File: config.mk
export PLATFORM = sky130hd
export DESIGN_NAME = lmac_crc32_engine
export DESIGN_NICKNAME = d
export VERILOG_FILES = /design/src/rtl/lmac_crc_pkg.sv /design/src/rtl/lmac_crc32_byte_step.sv /design/src/rtl/lmac_crc32_engine.sv
export SDC_FILE = /design/constraint.sdc
export NUM_CORES = 1
export LEC_CHECK = 0
export BUFFER_PORTS_ARGS = -buffer_cell sky130_fd_sc_hd__buf_2
export CAP_MARGIN = 10
export CORE_MARGIN = 1
export CORE_UTILIZATION = 60
export CTS_BUF_LIST = sky130_fd_sc_hd__clkbuf_4
export CTS_CLUSTER_SIZE = 12
export DETAILED_ROUTE_END_ITERATION = 8
export PLACE_DENSITY = 0.8
export SLEW_MARGIN = 30
export SYNTH_ARGS = -nofsm -noshare
export SYNTH_HDL_FRONTEND = slang
export SYNTH_SLANG_ARGS = --single-unit
File: constraint.sdc
create_clock -name clk -period 8.4 [get_ports clk]
set_input_delay 0.84 -clock clk [delete_from_list [all_inputs] [get_ports clk]]
set_output_delay 0.84 -clock clk [all_outputs]
set_load 0.01 [all_outputs]
File: src/rtl/lmac_crc_pkg.sv
// rtl/lmac_crc_pkg.sv - shared CRC-32 constants, types and byte-update helpers
package lmac_crc_pkg;

  localparam logic [31:0] CRC32_POLY    = 32'h04C11DB7;
  localparam logic [31:0] CRC32_SEED    = 32'hFFFFFFFF;
  localparam logic [31:0] CRC32_RESIDUE = 32'hC704DD7B;

  typedef logic [31:0] crc32_t;

  typedef enum logic {
    ST_IDLE   = 1'b0,
    ST_ACTIVE = 1'b1
  } state_t;

  // One byte through the register, bit 0 of the byte first on the wire.
  // The register keeps the polynomial's x^31 term in bit 31 (non-reflected form).
  function automatic crc32_t crc32_byte(crc32_t c, byte d);
    crc32_t r;
    logic   fb;
    r = c;
    for (int i = 0; i < 8; i++) begin
      fb = r[31] ^ d[i];
      r  = {r[30:0], 1'b0} ^ (fb ? CRC32_POLY : 32'h0);
    end
    return r;
  endfunction

  // Bit reversal: maps the register onto wire order (first wire bit in bit 0).
  function automatic crc32_t crc32_rev(crc32_t c);
    crc32_t r;
    for (int i = 0; i < 32; i++) begin
      r[i] = c[31-i];
    end
    return r;
  endfunction

endpackage

File: src/rtl/lmac_crc32_byte_step.sv
// rtl/lmac_crc32_byte_step.sv - combinational single-byte CRC-32 update stage
module lmac_crc32_byte_step
  import lmac_crc_pkg::*;
(
  input  crc32_t     crc_in,
  input  logic [7:0] data,
  output crc32_t     crc_out
);

  assign crc_out = crc32_byte(crc_in, data);

endmodule

File: src/rtl/lmac_crc32_engine.sv
// rtl/lmac_crc32_engine.sv - frame-aware CRC-32 generate/check engine; optional stats via LMAC_CRC_STATS_EN
module lmac_crc32_engine
  import lmac_crc_pkg::*;
#(
  parameter  int DATA_W = 64,
  localparam int LANES  = DATA_W / 8,
  localparam int MOD_W  = (LANES > 1) ? $clog2(LANES) : 1
) (
  input  logic              clk,
  input  logic              rst,
  input  logic              in_valid,
  input  logic              in_sop,
  input  logic              in_eop,
  input  logic [MOD_W-1:0]  in_mod,
  input  logic              in_abort,
  input  logic [DATA_W-1:0] in_data,
  input  logic              mode,
  output logic              out_valid,
  output logic [31:0]       out_fcs,
  output logic              out_crc_ok,
  output logic              busy
`ifdef LMAC_CRC_STATS_EN
  ,
  input  logic              stat_clr,
  output logic [15:0]       stat_err_cnt,
  output logic [15:0]       stat_frm_cnt,
  output logic              stat_restart
`endif
);

  state_t state;
  crc32_t crc_q;
  logic   mode_q;

  crc32_t chain_in;
  crc32_t taps [LANES];
  crc32_t crc_sel;
  logic   accept;
  logic   restart_evt;
  logic   result_evt;
  logic   eff_mode;
  logic   ok_next;

  // A sop beat always starts from the seed, so a restart needs no extra clear cycle.
  assign chain_in = in_sop ? CRC32_SEED : crc_q;

  for (genvar g = 0; g < LANES; g++) begin : g_lane
    if (g == 0) begin : g_first
      lmac_crc32_byte_step u_step (
        .crc_in  (chain_in),
        .data    (in_data[7:0]),
        .crc_out (taps[0])
      );
    end else begin : g_next
      lmac_crc32_byte_step u_step (
        .crc_in  (taps[g-1]),
        .data    (in_data[8*g +: 8]),
        .crc_out (taps[g])
      );
    end
  end

  // Pick the chain tap after in_mod bytes on a partial eop beat, else after all lanes.
  always_comb begin
    crc_sel = taps[LANES-1];
    if (in_eop && (in_mod != '0)) begin
      for (int i = 0; i < LANES; i++) begin
        if (in_mod == MOD_W'(i + 1)) begin
          crc_sel = taps[i];
        end
      end
    end
  end

  // Beat classification; abort outranks any beat on the same cycle.
  always_comb begin
    accept      = in_valid && !in_abort && (in_sop || (state == ST_ACTIVE));
    restart_evt = in_valid && !in_abort && in_sop && (state == ST_ACTIVE);
    result_evt  = accept && in_eop;
    eff_mode    = in_sop ? mode : mode_q;
    ok_next     = (crc_sel == CRC32_RESIDUE);
  end

  // Frame FSM, running register and registered result outputs.
  always_ff @(posedge clk or negedge rst) begin
    if (!rst) begin
      state      <= ST_IDLE;
      crc_q      <= CRC32_SEED;
      mode_q     <= 1'b0;
      busy       <= 1'b0;
      out_valid  <= 1'b0;
      out_fcs    <= 32'h0;
      out_crc_ok <= 1'b0;
    end else begin
      out_valid <= 1'b0;
      if (in_abort) begin
        state <= ST_IDLE;
        crc_q <= CRC32_SEED;
        busy  <= 1'b0;
      end else if (accept) begin
        if (in_sop) begin
          mode_q <= mode;
        end
        if (in_eop) begin
          state      <= ST_IDLE;
          crc_q      <= CRC32_SEED;
          busy       <= 1'b0;
          out_valid  <= 1'b1;
          out_fcs    <= eff_mode ? crc_sel : ~crc32_rev(crc_sel);
          out_crc_ok <= eff_mode ? ok_next : 1'b1;
        end else begin
          state <= ST_ACTIVE;
          crc_q <= crc_sel;
          busy  <= 1'b1;
        end
      end
    end
  end

`ifdef LMAC_CRC_STATS_EN
  // Statistics: saturating error count, wrapping frame count, sticky restart; clear wins.
  always_ff @(posedge clk or negedge rst) begin
    if (!rst) begin
      stat_err_cnt <= 16'h0;
      stat_frm_cnt <= 16'h0;
      stat_restart <= 1'b0;
    end else if (stat_clr) begin
      stat_err_cnt <= 16'h0;
      stat_frm_cnt <= 16'h0;
      stat_restart <= 1'b0;
    end else begin
      if (restart_evt) begin
        stat_restart <= 1'b1;
      end
      if (result_evt) begin
        stat_frm_cnt <= stat_frm_cnt + 16'd1;
        if (eff_mode && !ok_next && (stat_err_cnt != 16'hFFFF)) begin
          stat_err_cnt <= stat_err_cnt + 16'd1;
        end
      end
    end
  end
`else
  logic unused_evt;
  assign unused_evt = restart_evt & result_evt;
`endif

endmodule

Word-level counts from Yosys, hierarchy flattened
Index checks and enable logic that the tools add are counted.
{"block": "classes", "eq_ne": 8, "muxes": 86, "bitwise_logic": 130, "reduce_logical": 10}
{"cell": "$xor A32 B32 Y32", "n": 64}
{"cell": "$mux W27", "n": 64}
{"cell": "$mux W32", "n": 14}
{"cell": "$xor A1 B1 Y1", "n": 64}
{"cell": "$eq A32 B32 Y1 const B", "n": 1}
{"cell": "$not A32 Y32", "n": 1}
{"cell": "$eq A3 B3 Y1 const B", "n": 4}
{"cell": "$mux W1", "n": 8}
{"cell": "$eq A3 B2 Y1 const B", "n": 2}
{"cell": "$eq A3 B1 Y1 const B", "n": 1}
{"cell": "$logic_and A1 B1 Y1", "n": 3}
{"cell": "$logic_not A3 Y1", "n": 1}
{"cell": "$reduce_and A3 Y1", "n": 1}
{"cell": "$reduce_bool A3 Y1", "n": 1}
{"cell": "$reduce_and A2 Y1", "n": 1}
{"cell": "$reduce_bool A2 Y1", "n": 1}
{"cell": "$logic_not A1 Y1", "n": 1}
{"cell": "$logic_or A1 B1 Y1", "n": 1}
{"cell": "$not A1 Y1", "n": 1}
{"block": "word_totals", "regBits": 68, "out_inout_bits": 35, "elab_cells": 240}

Logic depth before layout (Yosys ltp)
{"block": "depth", "ltp_word": 205, "depth_mapped": 25}

Hierarchy
From an unflattened synthesis, not the netlist that was laid out.
{"block": "hier_totals", "cells_unflattened": 1242, "hier_area_um2": 14013.4}
{"module": "lmac_crc32_byte_step", "n_inst": 8, "cells_per_inst": 63, "area_each_um2": 989.7, "seq_area_each_um2": 0.0}
{"module": "lmac_crc32_engine", "n_inst": 1, "cells_per_inst": 738, "area_each_um2": 6095.8, "seq_area_each_um2": 1741.7}

Worst setup path before layout
OpenSTA, ideal clock, no wires.
{"block": "synth_timing", "kind": "input -> register", "from": "input in_data[3]", "to": "register out_crc_ok", "setup_ns": 0.096, "arrival_time_ns": 7.648, "t_required_ns": 8.304, "setup_slack_ns": 0.656, "path_stages": 21, "cell_sequence": "buf_4 > xor2_4 > xnor2_4 > xor2_4 > xnor3_2 > xnor2_4 > xnor3_1 > buf_4 > xnor3_2 > xnor3_1 > xnor3_2 > xor3_4 > xnor2_4 > xnor3_1 > xnor3_4 > xor2_2 > xor2_1 > nor2_1 > a2111oi_0 > nand4_1 > o31ai_1"}
{"block": "synth_via", "elab_chain_cells": 94}
{"element": "start: declaration", "line": "lmac_crc32_engine.sv:16", "rtl": "input logic [DATA_W-1:0] in_data,"}
{"element": "$xor A1 B1 Y1 *", "line": "lmac_crc_pkg.sv:22", "rtl": "fb = r[31] ^ d[i];"}
{"element": "$mux W27 *", "line": "lmac_crc_pkg.sv:23", "rtl": "r = {r[30:0], 1'b0} ^ (fb ? CRC32_POLY : 32'h0);"}
{"element": "$xor A32 B32 Y32 * (5 in a row)", "line": "lmac_crc_pkg.sv:23"}
{"element": "$xor A32 B32 Y32", "line": "lmac_crc_pkg.sv:23"}
{"element": "$xor A1 B1 Y1", "line": "lmac_crc_pkg.sv:22"}
{"element": "$mux W27", "line": "lmac_crc_pkg.sv:23"}
{"element": "$xor A32 B32 Y32 (6 in a row)", "line": "lmac_crc_pkg.sv:23"}
{"element": "$xor A1 B1 Y1", "line": "lmac_crc_pkg.sv:22"}
{"element": "[57 not listed]"}
{"element": "$xor A32 B32 Y32 (6 in a row)", "line": "lmac_crc_pkg.sv:23"}
{"element": "$xor A1 B1 Y1", "line": "lmac_crc_pkg.sv:22"}
{"element": "$mux W27", "line": "lmac_crc_pkg.sv:23"}
{"element": "$xor A32 B32 Y32", "line": "lmac_crc_pkg.sv:23"}
{"element": "$mux W32 (8 in a row)", "line": "lmac_crc32_engine.sv:68", "rtl": "if (in_mod == MOD_W'(i + 1)) begin"}
{"element": "$mux W32 *", "line": "lmac_crc32_engine.sv:66", "rtl": "if (in_eop && (in_mod != '0)) begin"}
{"element": "$eq A32 B32 Y1 *", "line": "lmac_crc32_engine.sv:81", "rtl": "ok_next = (crc_sel == CRC32_RESIDUE);"}
{"element": "$mux W1 *", "line": "lmac_crc32_engine.sv:110", "rtl": "out_crc_ok <= eff_mode ? ok_next : 1'b1;"}
{"element": "end signal: assignment", "line": "lmac_crc32_engine.sv:110"}
{"element": "end: declaration", "line": "lmac_crc32_engine.sv:20", "rtl": "output logic out_crc_ok,"}
Mark *: on every way between the ends. The rest lies on a longest branch, timed or not.
A chain may end at the register's enable or synchronous reset.

Worst setup path in the final report
{"block": "layout_timing", "from": "register crc_q[31]", "to": "register out_crc_ok"}
{"block": "layout_via", "elab_chain_cells": 98}
{"element": "start: declaration", "line": "lmac_crc32_engine.sv:32", "rtl": "crc32_t crc_q;"}
{"element": "start signal: assignment", "line": "lmac_crc32_engine.sv:113", "rtl": "crc_q <= crc_sel;"}
{"element": "$mux W32 *", "line": "lmac_crc32_engine.sv:45", "rtl": "assign chain_in = in_sop ? CRC32_SEED : crc_q;"}
{"element": "$xor A1 B1 Y1 *", "line": "lmac_crc_pkg.sv:22"}
{"element": "$mux W27 *", "line": "lmac_crc_pkg.sv:23"}
{"element": "$xor A32 B32 Y32 * (6 in a row)", "line": "lmac_crc_pkg.sv:23"}
{"element": "$xor A1 B1 Y1 or $xor A32 B32 Y32 (tied branches)", "line": "lmac_crc_pkg.sv:22, lmac_crc_pkg.sv:23"}
{"element": "$mux W27 or $xor A32 B32 Y32 (tied branches)", "line": "lmac_crc_pkg.sv:23"}
{"element": "$xor A32 B32 Y32 * (2 in a row)", "line": "lmac_crc_pkg.sv:23"}
{"element": "$xor A32 B32 Y32 or $mux W27 (tied branches)", "line": "lmac_crc_pkg.sv:23"}
{"element": "[69 not listed]"}
{"element": "$xor A32 B32 Y32", "line": "lmac_crc_pkg.sv:23"}
{"element": "$xor A1 B1 Y1 or $xor A32 B32 Y32 (tied branches)", "line": "lmac_crc_pkg.sv:22, lmac_crc_pkg.sv:23"}
{"element": "$mux W27 or $xor A32 B32 Y32 (tied branches)", "line": "lmac_crc_pkg.sv:23"}
{"element": "$xor A32 B32 Y32", "line": "lmac_crc_pkg.sv:23"}
{"element": "$mux W32 (8 in a row)", "line": "lmac_crc32_engine.sv:68"}
{"element": "$mux W32 *", "line": "lmac_crc32_engine.sv:66"}
{"element": "$eq A32 B32 Y1 *", "line": "lmac_crc32_engine.sv:81"}
{"element": "$mux W1 *", "line": "lmac_crc32_engine.sv:110"}
Marked as above.

==> results.sh <==
export IMPL_drt_met1_wl_mm=24.1
export IMPL_clk_pin_slew_ps=130
export IMPL_end_kind="flip-flop"
export IMPL_wirelength_mm=61.4
export IMPL_ant_nets=0
export IMPL_dp_hpwl_mm=50.2
export IMPL_finalHoldViolations=0
export IMPL_diodes=0
export IMPL_cts_sinks=68
export IMPL_cts_root_buf="clkbuf_4"
export IMPL_setup_viol=0
export IMPL_dr_first_iter_drc_count=2070
export IMPL_grt_first_pass_wirelength_mm=89.5
export IMPL_violations="design-rule violations"
export IMPL_routedWlPerCell_um=28.8
export IMPL_max_clock_freq_mhz=120
export IMPL_vias_per_cell=6.39
export IMPL_cts_tree="yes"
export IMPL_start_util_pct=61.6
export IMPL_postCtsSetupRepairBufs=0
export IMPL_setup_slack_ps=83.8
export IMPL_grt_max_degree=70
export IMPL_hp_class="flip-flop to flip-flop"
export IMPL_slew_viol_final=0
export IMPL_clk_latency_ps=440
export IMPL_drive_gt1_share_pct=23.9
export IMPL_drc_errors=10
export IMPL_rows=59
export IMPL_relSlewSlack_pct=27.0
export IMPL_pre_cts_slack_ps=-237
export IMPL_netlist_instances=1613
export IMPL_cp_arrival_ps=8660
export IMPL_synth_area_sq_um=16200
export IMPL_globalplace_congestion=1.04
export IMPL_met3_length_mm=7.22
export IMPL_grt_ovfl_total=0
export IMPL_critPathLaunchType="flip-flop"
export IMPL_outcome="complete, but fails checks"
export IMPL_cap_violations=0
export IMPL_top_layer_used="met4"
export IMPL_cts_buffers=9
export IMPL_clockBufferDepth=2
export IMPL_core_area_sq_um=26300
export IMPL_cp_data_required_time_ps=8750
export IMPL_die_x_um=166
export IMPL_crit_type="flip-flop to flip-flop"
export IMPL_die_h_um=166
export IMPL_dr_pass1_iters=8
export IMPL_syn_to_final_growth_pct=11.9
export IMPL_ys_seq_elements=68
export IMPL_clock_skew_ps=22.7
export IMPL_port_buffers=108
export IMPL_grt_pass1_vias=13300
export IMPL_tightest_slew_ps=1080
export IMPL_syn_nets=1687
export IMPL_dieArea_sq_um=27600
export IMPL_synthArstFlopShare_pct=100
export IMPL_synth_main_ff_cell="dfrtp_1"
export IMPL_ios=109
export IMPL_ys_seq_area_share_pct=10.8
export IMPL_htreeDepth=3
export IMPL_setup_tns_ps=0
export IMPL_wl_met2_mm=27.4
export IMPL_fin_crit_sh_pct=99.0
export IMPL_yosys_warnings=0
export IMPL_critPathMaxFanout=7
export IMPL_synth_edf_count=0
export IMPL_synth_cell_types=70
export IMPL_finalCriticalPeriod_ps=8320
export IMPL_vias=13600
export IMPL_gr_usage_all_layers_pct=44.6
export IMPL_syn_area_per_cell_sq_um=10.0
export IMPL_antenna_found_initial=0
export IMPL_nets=1865
metrics by stage:
| step | area (sq um) | util, % | hold WS [ps] | cells |
|---|---|---|---|---|
| after global routing | 18100 | 68.9 | 511 | 2131 |
| after detailed placement | 17900 | 67.9 | 467 | 2115 |
| after floorplan | 16200 | - | 481 | 1613 |
| after global placement | 17800 | 67.9 | 456 | 2115 |
| after CTS | 18000 | 68.6 | 491 | 2131 |
| final | 18100 | 68.9 | 487 | 2131 |
path summary, 6_finish.rpt:
| check | slack [ps] | endpoint | cells past startpoint | start |
|---|---|---|---|---|
| min reg2reg | 490 | out_fcs[26]$_DFFE_PN0P_ | 2 | out_fcs[26]$_DFFE_PN0P_ |
| min | 490 | out_fcs[26]$_DFFE_PN0P_ | 2 | out_fcs[26]$_DFFE_PN0P_ |
| max reg2reg | 80 | out_crc_ok$_DFFE_PN0P_ | 21 | crc_q[31]$_DFFE_PN1P_ |
| min in group asynchronous | 570 | out_fcs[11]$_DFFE_PN0P_ | 2 | rst |
| max | 80 | out_crc_ok$_DFFE_PN0P_ | 21 | crc_q[31]$_DFFE_PN1P_ |
| max in group asynchronous | 7250 | out_fcs[26]$_DFFE_PN0P_ | 2 | rst |
final cells by class:
type / instances / area (sq um)
Multi-Input combinational cell: 1444 / 14100
Clock inverter: 7 / 98.8
Sequential cell: 68 / 1740
Timing Repair Buffer: 261 / 1690
Inverter: 7 / 26.3
Clock buffer: 9 / 67.6
Fill cell: 2079 / 8170
Tap cell: 335 / 419
kinds of logic (layout without fill, tap and decap cells):
family	after synthesis	after routing	share of synthesized area [%]
AO/OA/AOI/OAI	339	339	12.6
XOR/XNOR	803	803	65.2
buffers and inverters	101	284	2.98
flip-flops	68	68	10.8
multiplexers	15	15	0.982
AND/OR/NAND/NOR	287	287	7.46
state kept, by name, indices dropped and copies added, names as in the netlist:
register and cells:
crc_q 32, out_fcs 32, mode_q 1, out_crc_ok 1
out_valid 1, state 1
worst max-delay path: stages, from the launching register on:
cell      delay [ps]
dfstp_2          610
buf_4            210
xor3_1           460
nor2_4           270
xnor2_2          180
xnor2_1          470
xnor3_1          670
xnor3_1          460
xnor3_1          310
xnor2_1          380
xnor3_1          490
xnor3_1          500
xor2_4           410
xnor2_4          170
xnor3_1          550
xnor2_2          380
xor2_1           240
xnor2_1          160
a221o_1          500
and4bb_1         310
nand4_1          140
o31ai_1          310
cells in the mapped netlist, drive strengths merged (4+ instances only):
master     n  share of area, %
a2111oi    5              0.27
a211oi     8              0.37
a21oi    118               3.6
a221oi    11              0.60
a22oi      4              0.19
a31oi      5              0.19
buf       31               1.4
clkbuf    63               1.5
dfrtp     36               5.6
dfstp     32               5.2
inv        6              0.14
mux2       7              0.49
mux2i      8              0.49
nand2     92               2.1
nor2     161               3.9
nor2b      4              0.15
nor3       7              0.22
o211ai     6              0.28
o21ai    111               3.4
o221ai     8              0.43
o22a      12              0.65
o22ai     16              0.66
o311ai     4              0.22
xnor2    456                28
xnor3    153                21
xor2     155               9.7
xor3      39               5.8
routing by layer:
| metal | vias to the layer above | global-route usage [%] |
|---|---|---|
| li1 | 5854 | - |
| met5 | - | 0 |
| met3 | 160 | 8.06 |
| met1 | 6593 | 61.8 |
| met2 | 1011 | 69.4 |
| met4 | 0 | 17.5 |
layout by cell type (no fill, tap or decap), types with 22 or more instances in the layout:
master and instances:
dfrtp_1 36, xnor2_2 30, xnor3_1 140, buf_4 153, xnor2_4 22, xnor2_1 404
nand2_1 91, nor2_1 153, buf_2 108, o21ai_0 106, xor3_1 33, xor2_1 131
a21oi_1 118, dfstp_2 32
timing repair:
item                       CTS  global route
setup endpoints to repair    0            14
hold buffers                 0             0
resized for setup            0            16
Power is not shown: default switching activity piles up to over one toggle a cycle in this logic, so the estimate is an artifact.
